**src/rtl/branch_resolver.sv**
```systemverilog
// In-order tracker of predicted conditional branches from decode to execute; emits feedback and mispredict redirects.
// Optional saturating statistics counters are enabled with `define BRANCH_RESOLVER_STATS_EN.
module branch_resolver #(
  parameter int ADDR_WIDTH = 32,
  parameter int DEPTH      = 4,
  parameter int CNT_WIDTH  = 32
) (
  input  logic                       clk,
  input  logic                       rst_n,
  input  logic                       i_push_valid,
  input  logic [ADDR_WIDTH-1:0]      i_push_pc,
  input  logic                       i_push_prediction,
  input  logic [ADDR_WIDTH-1:0]      i_push_recovery_target,
  output logic                       o_push_ready,
  input  logic                       i_res_valid,
  input  logic                       i_res_outcome,
  input  logic                       i_flush,
  output logic                       o_fb_valid,
  output logic [ADDR_WIDTH-1:0]      o_fb_pc,
  output logic                       o_fb_prediction,
  output logic                       o_fb_outcome,
  output logic                       o_redirect_valid,
  output logic [ADDR_WIDTH-1:0]      o_redirect_pc,
  output logic [$clog2(DEPTH):0]     o_count,
  output logic                       o_underflow,
  output logic [CNT_WIDTH-1:0]       o_stat_branches,
  output logic [CNT_WIDTH-1:0]       o_stat_mispredicts
);

  localparam int PTR_W = $clog2(DEPTH);
  localparam int CNT_W = PTR_W + 1;

  logic [ADDR_WIDTH-1:0] pc_mem   [DEPTH];
  logic                  pred_mem [DEPTH];
  logic [ADDR_WIDTH-1:0] rec_mem  [DEPTH];

  logic [PTR_W-1:0]      head_q, head_d, tail_q, tail_d;
  logic [CNT_W-1:0]      count_q, count_d;
  logic                  fb_valid_q, fb_valid_d;
  logic [ADDR_WIDTH-1:0] fb_pc_q, fb_pc_d;
  logic                  fb_prediction_q, fb_prediction_d;
  logic                  fb_outcome_q, fb_outcome_d;
  logic                  redirect_valid_q, redirect_valid_d;
  logic [ADDR_WIDTH-1:0] redirect_pc_q, redirect_pc_d;
  logic                  underflow_q, underflow_d;

  logic push_fire, res_fire, mispredict_now, queue_empty;

  assign o_push_ready   = (count_q < CNT_W'(DEPTH));
  assign queue_empty    = (count_q == '0);
  assign res_fire       = i_res_valid & ~queue_empty & ~i_flush;
  assign mispredict_now = res_fire & (pred_mem[head_q] != i_res_outcome);
  assign push_fire      = i_push_valid & o_push_ready & ~i_flush & ~mispredict_now;

  always_comb begin
    head_d           = head_q;
    tail_d           = tail_q;
    count_d          = count_q;
    fb_valid_d       = res_fire;
    fb_pc_d          = fb_pc_q;
    fb_prediction_d  = fb_prediction_q;
    fb_outcome_d     = fb_outcome_q;
    redirect_valid_d = mispredict_now;
    redirect_pc_d    = redirect_pc_q;
    underflow_d      = underflow_q | (i_res_valid & queue_empty & ~i_flush);

    if (res_fire) begin
      fb_pc_d         = pc_mem[head_q];
      fb_prediction_d = pred_mem[head_q];
      fb_outcome_d    = i_res_outcome;
    end
    if (mispredict_now) redirect_pc_d = rec_mem[head_q];

    // A flush or a mispredict discards every in-flight entry; younger ones are wrong-path.
    if (i_flush || mispredict_now) begin
      head_d  = '0;
      tail_d  = '0;
      count_d = '0;
    end else begin
      if (push_fire) tail_d = tail_q + PTR_W'(1);
      if (res_fire)  head_d = head_q + PTR_W'(1);
      count_d = count_q + CNT_W'(push_fire) - CNT_W'(res_fire);
    end
  end

  // NOTE: the entry storage has no reset; validity is carried entirely by the pointers and count.
  always_ff @(posedge clk) begin
    if (push_fire) begin
      pc_mem[tail_q]   <= i_push_pc;
      pred_mem[tail_q] <= i_push_prediction;
      rec_mem[tail_q]  <= i_push_recovery_target;
    end
  end

  always_ff @(posedge clk or negedge rst_n) begin
    if (!rst_n) begin
      head_q           <= '0;
      tail_q           <= '0;
      count_q          <= '0;
      fb_valid_q       <= 1'b0;
      fb_pc_q          <= '0;
      fb_prediction_q  <= 1'b0;
      fb_outcome_q     <= 1'b0;
      redirect_valid_q <= 1'b0;
      redirect_pc_q    <= '0;
      underflow_q      <= 1'b0;
    end else begin
      head_q           <= head_d;
      tail_q           <= tail_d;
      count_q          <= count_d;
      fb_valid_q       <= fb_valid_d;
      fb_pc_q          <= fb_pc_d;
      fb_prediction_q  <= fb_prediction_d;
      fb_outcome_q     <= fb_outcome_d;
      redirect_valid_q <= redirect_valid_d;
      redirect_pc_q    <= redirect_pc_d;
      underflow_q      <= underflow_d;
    end
  end

  assign o_fb_valid       = fb_valid_q;
  assign o_fb_pc          = fb_pc_q;
  assign o_fb_prediction  = fb_prediction_q;
  assign o_fb_outcome     = fb_outcome_q;
  assign o_redirect_valid = redirect_valid_q;
  assign o_redirect_pc    = redirect_pc_q;
  assign o_count          = count_q;
  assign o_underflow      = underflow_q;

`ifdef BRANCH_RESOLVER_STATS_EN
  logic [CNT_WIDTH-1:0] stat_branches_q, stat_branches_d;
  logic [CNT_WIDTH-1:0] stat_mispredicts_q, stat_mispredicts_d;

  // Counters follow the registered beats and saturate at all-ones.
  always_comb begin
    stat_branches_d    = stat_branches_q;
    stat_mispredicts_d = stat_mispredicts_q;
    if (fb_valid_q && !(&stat_branches_q))
      stat_branches_d = stat_branches_q + CNT_WIDTH'(1);
    if (redirect_valid_q && !(&stat_mispredicts_q))
      stat_mispredicts_d = stat_mispredicts_q + CNT_WIDTH'(1);
  end

  always_ff @(posedge clk or negedge rst_n) begin
    if (!rst_n) begin
      stat_branches_q    <= '0;
      stat_mispredicts_q <= '0;
    end else begin
      stat_branches_q    <= stat_branches_d;
      stat_mispredicts_q <= stat_mispredicts_d;
    end
  end

  assign o_stat_branches    = stat_branches_q;
  assign o_stat_mispredicts = stat_mispredicts_q;
`else
  assign o_stat_branches    = '0;
  assign o_stat_mispredicts = '0;
`endif

endmodule

```
**config.mk**
```make
export PLATFORM = sky130hd
export DESIGN_NAME = branch_resolver
export DESIGN_NICKNAME = d
export VERILOG_FILES = /design/src/rtl/branch_resolver.sv
export SDC_FILE = /design/constraint.sdc
export NUM_CORES = 1
export LEC_CHECK = 0
export CAP_MARGIN = 5
export CORE_MARGIN = 3
export CORE_UTILIZATION = 48
export DETAILED_ROUTE_END_ITERATION = 8
export GPL_TIMING_DRIVEN = 0
export PLACE_DENSITY = 0.76
export SETUP_SLACK_MARGIN = 0.05
export SYNTH_ARGS = -nofsm -noshare
export SYNTH_HDL_FRONTEND = slang
export SYNTH_SLANG_ARGS = --single-unit
```
**constraint.sdc**
```tcl
create_clock -name clk -period 3.2 [get_ports clk]
set_input_delay 0.64 -clock clk [delete_from_list [all_inputs] [get_ports clk]]
set_output_delay 0.64 -clock clk [all_outputs]
set_load 0.03 [all_outputs]
```
==> flow_summary_export.csv, run 1 <==
group,metric,value,unit
logic_synthesis,yosys.area.top_type,"edfxtp_1",
power,p_clk_share,30.3,%
power,p_per_area,807,nW/µm²
finish,n_antenna_cell,0,
critical_path,r2r_cells,13,
critical_path,crit_type,"register to register",
route,ant_nets,0,
place,gp_congestion,0.706,
power,netSwitchingFraction,28.4,%
place,dpl.cell_count,1150,
floorplanning,core-area,26300,µm²
route,wl,24.2,mm
timing,max_slew_margin,36.1,%
finish,layout.cells.non_filler,1216,
logic_synthesis,synth_area,12900,µm²
timing,period_minus_slack,2.91,ns
route,via_per_inst,5.02,
timing,setup_viol,0,
grt,global_route.overflow_total,0,
finish,multi_input_area,2830,µm²
timing,rsz0062_at_grt,"false",
timing,fmax,343,MHz
floorplanning,initial_core_util,49.2,%
timing,tightestPinTransition,0.958,ns
logic_synthesis,synth_xor_area_share,0.532,%
logic_synthesis,synth_edf_count,260,
critical_path,worstPathRequired,3.56,ns
flow_run,cap_violations,0,
finish,fillCellCount,1858,
clock_tree,clock-sinks,336,
logic_synthesis,synthCells,606,
clock_tree,path_clk_slew,0.06,ns
critical_path,path_max_fanout,6,
route,drc,0,
clock_tree,ctsHtreeMaxLevel,2,
grt,antenna_found_initial,1,
power,seq_power_share,43.1,%
grt,grt_pass1_vias,6455,
hold_path,hold_path_class,"primary input to async pin",
logic_synthesis,yosysWarnings,0,
timing,worst_clock_skew,0.0175,ns
floorplanning,rows,59,
timing,tns,0,ns
timing,maxSlewViolCount,0,
critical_path,start_kind,"register",
finish,final_nets,931,
power,ir_worst_vdd,0.000611,V
logic_synthesis,synthMuxAreaShare,17.6,%
clock_tree,clock_latency,0.51,ns
route,num_vias,6101,
floorplanning,dieWidth,170,µm
place,portBuffers,141,
logic_synthesis,avgSynthCellArea,21.3,µm²
power,combPwrFrac,26.7,%
timing,finalCritPeriodShare,91.0,%
logic_synthesis,yosysMostFrequentCell,"edfxtp_1",
clock_tree,cts.root.buffer_cell,"clkbuf_16",
logic_synthesis,synth_flop_cell,"edfxtp_1",
timing,hold_viol,0,
power,cellLeakagePower,5.87,nW
grt,grt_max_degree,48,
floorplanning,dieArea,28900,µm²
power,internal_power,0.00943,W
route,wl_per_cell,19.9,µm
logic_synthesis,ys_types,30,
run_status,status,"finished clean",
finish,area_delta_synth_final,26.1,%
logic_synthesis,ys_ff_latch,336,
logic_synthesis,yosysSeqAreaShare,75.1,%
logic_synthesis,synth_top_area_share,60.4,%
place,place_hpwl,15.2,mm
critical_path,arrival,3.27,ns
logic_synthesis,async_flop_share,22.6,%
clock_tree,cts_buffers,36,
logic_synthesis,yosys.area_share.adder,0.735,%
logic_synthesis,synthTopCellsByArea,"edfxtp_1 (60%), dfrtp_1 (15%), mux4_2 (11%)",
floorplanning,io_pins,208,
grt,grt_pass1_wl,37.1,mm
finish,drive_gt1_share,30.6,%
clock_tree,clockBufferDepth,3,
critical_path,endpoint_kind,"register",
grt,track_usage,16.8,%
power,p_sw,0.00374,W
finish,seqCellArea,9710,µm²
route,drtPass1Iterations,4,
clock_tree,tritoncts,"yes",
logic_synthesis,synth_top_family_by_area,"multiplexers",
logic_synthesis,synth.top_cells.by_count,"edfxtp_1 (260), dfrtp_1 (76), mux4_2 (65), buf_4 (64), mux2_2 (52)",
logic_synthesis,synth_compound_area_share,0.300,%
logic_synthesis,synthSimpleGateAreaFrac,0.861,%
route,drt_iter0_drc,325,
floorplanning,die_y,170,µm
[cell type report]
cell class | instances | share of cell area, %
Sequential cell | 336 | 59.5
Inverter | 7 | 0.161
Buffer | 89 | 3.71
Tap cell | 335 | 2.57
Clock inverter | 14 | 0.844
Clock buffer | 52 | 6.27
Timing Repair Buffer | 147 | 9.53
Multi-Input combinational cell | 236 | 17.4
[placed cells by master (no fill, tap or decap), types with 7 or more instances in the layout]
| cell | count |
|---|---|
| mux2_4 | 14 |
| clkdlybuf4s50_1 | 140 |
| dfrtp_1 | 76 |
| inv_1 | 7 |
| clkbuf_1 | 22 |
| conb_1 | 64 |
| clkbuf_16 | 37 |
| buf_4 | 66 |
| mux4_2 | 65 |
| buf_2 | 7 |
| mux2_2 | 52 |
| edfxtp_1 | 260 |
[registers in the layout, summed over array words and instances (netlist names)]
name / count
o_fb_valid: 1
o_redirect_valid: 1
pred_mem: 4
pc_mem: 128
tail_q: 2
head_q: 2
o_count: 3
o_fb_outcome: 1
o_fb_pc: 32
o_redirect_pc: 32
rec_mem: 128
o_fb_prediction: 1
o_underflow: 1
[critical path, stage by stage, from the launching register on]
cell and delay [ns]:
dfrtp_1 0.31, buf_2 0.19, mux4_2 0.56, xnor2_2 0.19, o211a_1 0.22, inv_1 0.05
ha_1 0.26, inv_1 0.06, ha_1 0.14, inv_1 0.05, fa_1 0.37, xnor2_1 0.18
xnor2_1 0.13, nor3_1 0.05
[routing by layer]
metal / up-vias / part of all wire [%] / GRT usage [%]
met1: 3103 / 40 / 21.7
met4: 2 / 1.4 / 3.77
met2: 204 / 51 / 28.6
met3: 28 / 7.6 / 4.99
met5: - / 0.033 / 0
li1: 2764 / - / -
[metrics by stage]
stage	util, %	hold WS, ns	area, µm²	total power [W]	worst slack [ns]
floorplan	-	0.344	13200	0.00787	0.296
global placement	57.1	0.489	15000	0.00921	-1.83
detailed placement	57.6	0.495	15100	0.00931	-0.644
CTS	62.0	0.0856	16300	0.0133	0.182
global route	62.1	0.0938	16300	0.0138	0.0515
finish	62.1	0.0817	16300	0.0132	0.287
[cells by family after synthesis]
group,count (synthesis)
buffers and inverters,97
flip-flops,336
multiplexers,132
adder cells (fa/ha/maj),7
AND/OR/NAND/NOR,20
other,1
XOR/XNOR,7
AO/OA/AOI/OAI,6
[power by group through the flow]
stage	clock network, W	registers [W]	logic, W
after detailed placement	0	0.00576	0.00355
after global placement	0	0.00575	0.00346
final	0.00399	0.00567	0.00351
after CTS	0.00408	0.00569	0.00356
after floorplan	0	0.00657	0.00130
after global routing	0.00429	0.00575	0.00373
[worst paths after layout]
path | slack, ns | end | startpoint
min in group clk | 0.50 | o_redirect_pc[9] | o_redirect_pc[9]
max | 0.29 | o_count[2] | head_q[0]
max reg2reg | 0.29 | o_count[2] | head_q[0]
min | 0.08 | o_redirect_pc[9] | rst_n
max in group asynchronous | 2.49 | tail_q[1] | rst_n
min reg2reg | 0.50 | o_redirect_pc[9] | o_redirect_pc[9]
[repair_timing]
action                                  4_1_cts  5_1_grt
resized for setup                             0        0
hold buffers                                  0        0
endpoints found under the setup margin        2        1
setup buffers                                 0        1
gates cloned                                  0        0
pin swaps                                     0        1
Note: power is estimated with default switching activity, not from simulation.
==> run 2, diff against run 1 <==
SKIP_LAST_GASP = 1   (was default)
==> results of run 2 <==
Same layout as run 1: the final DEF is identical, and so are final timing and power.
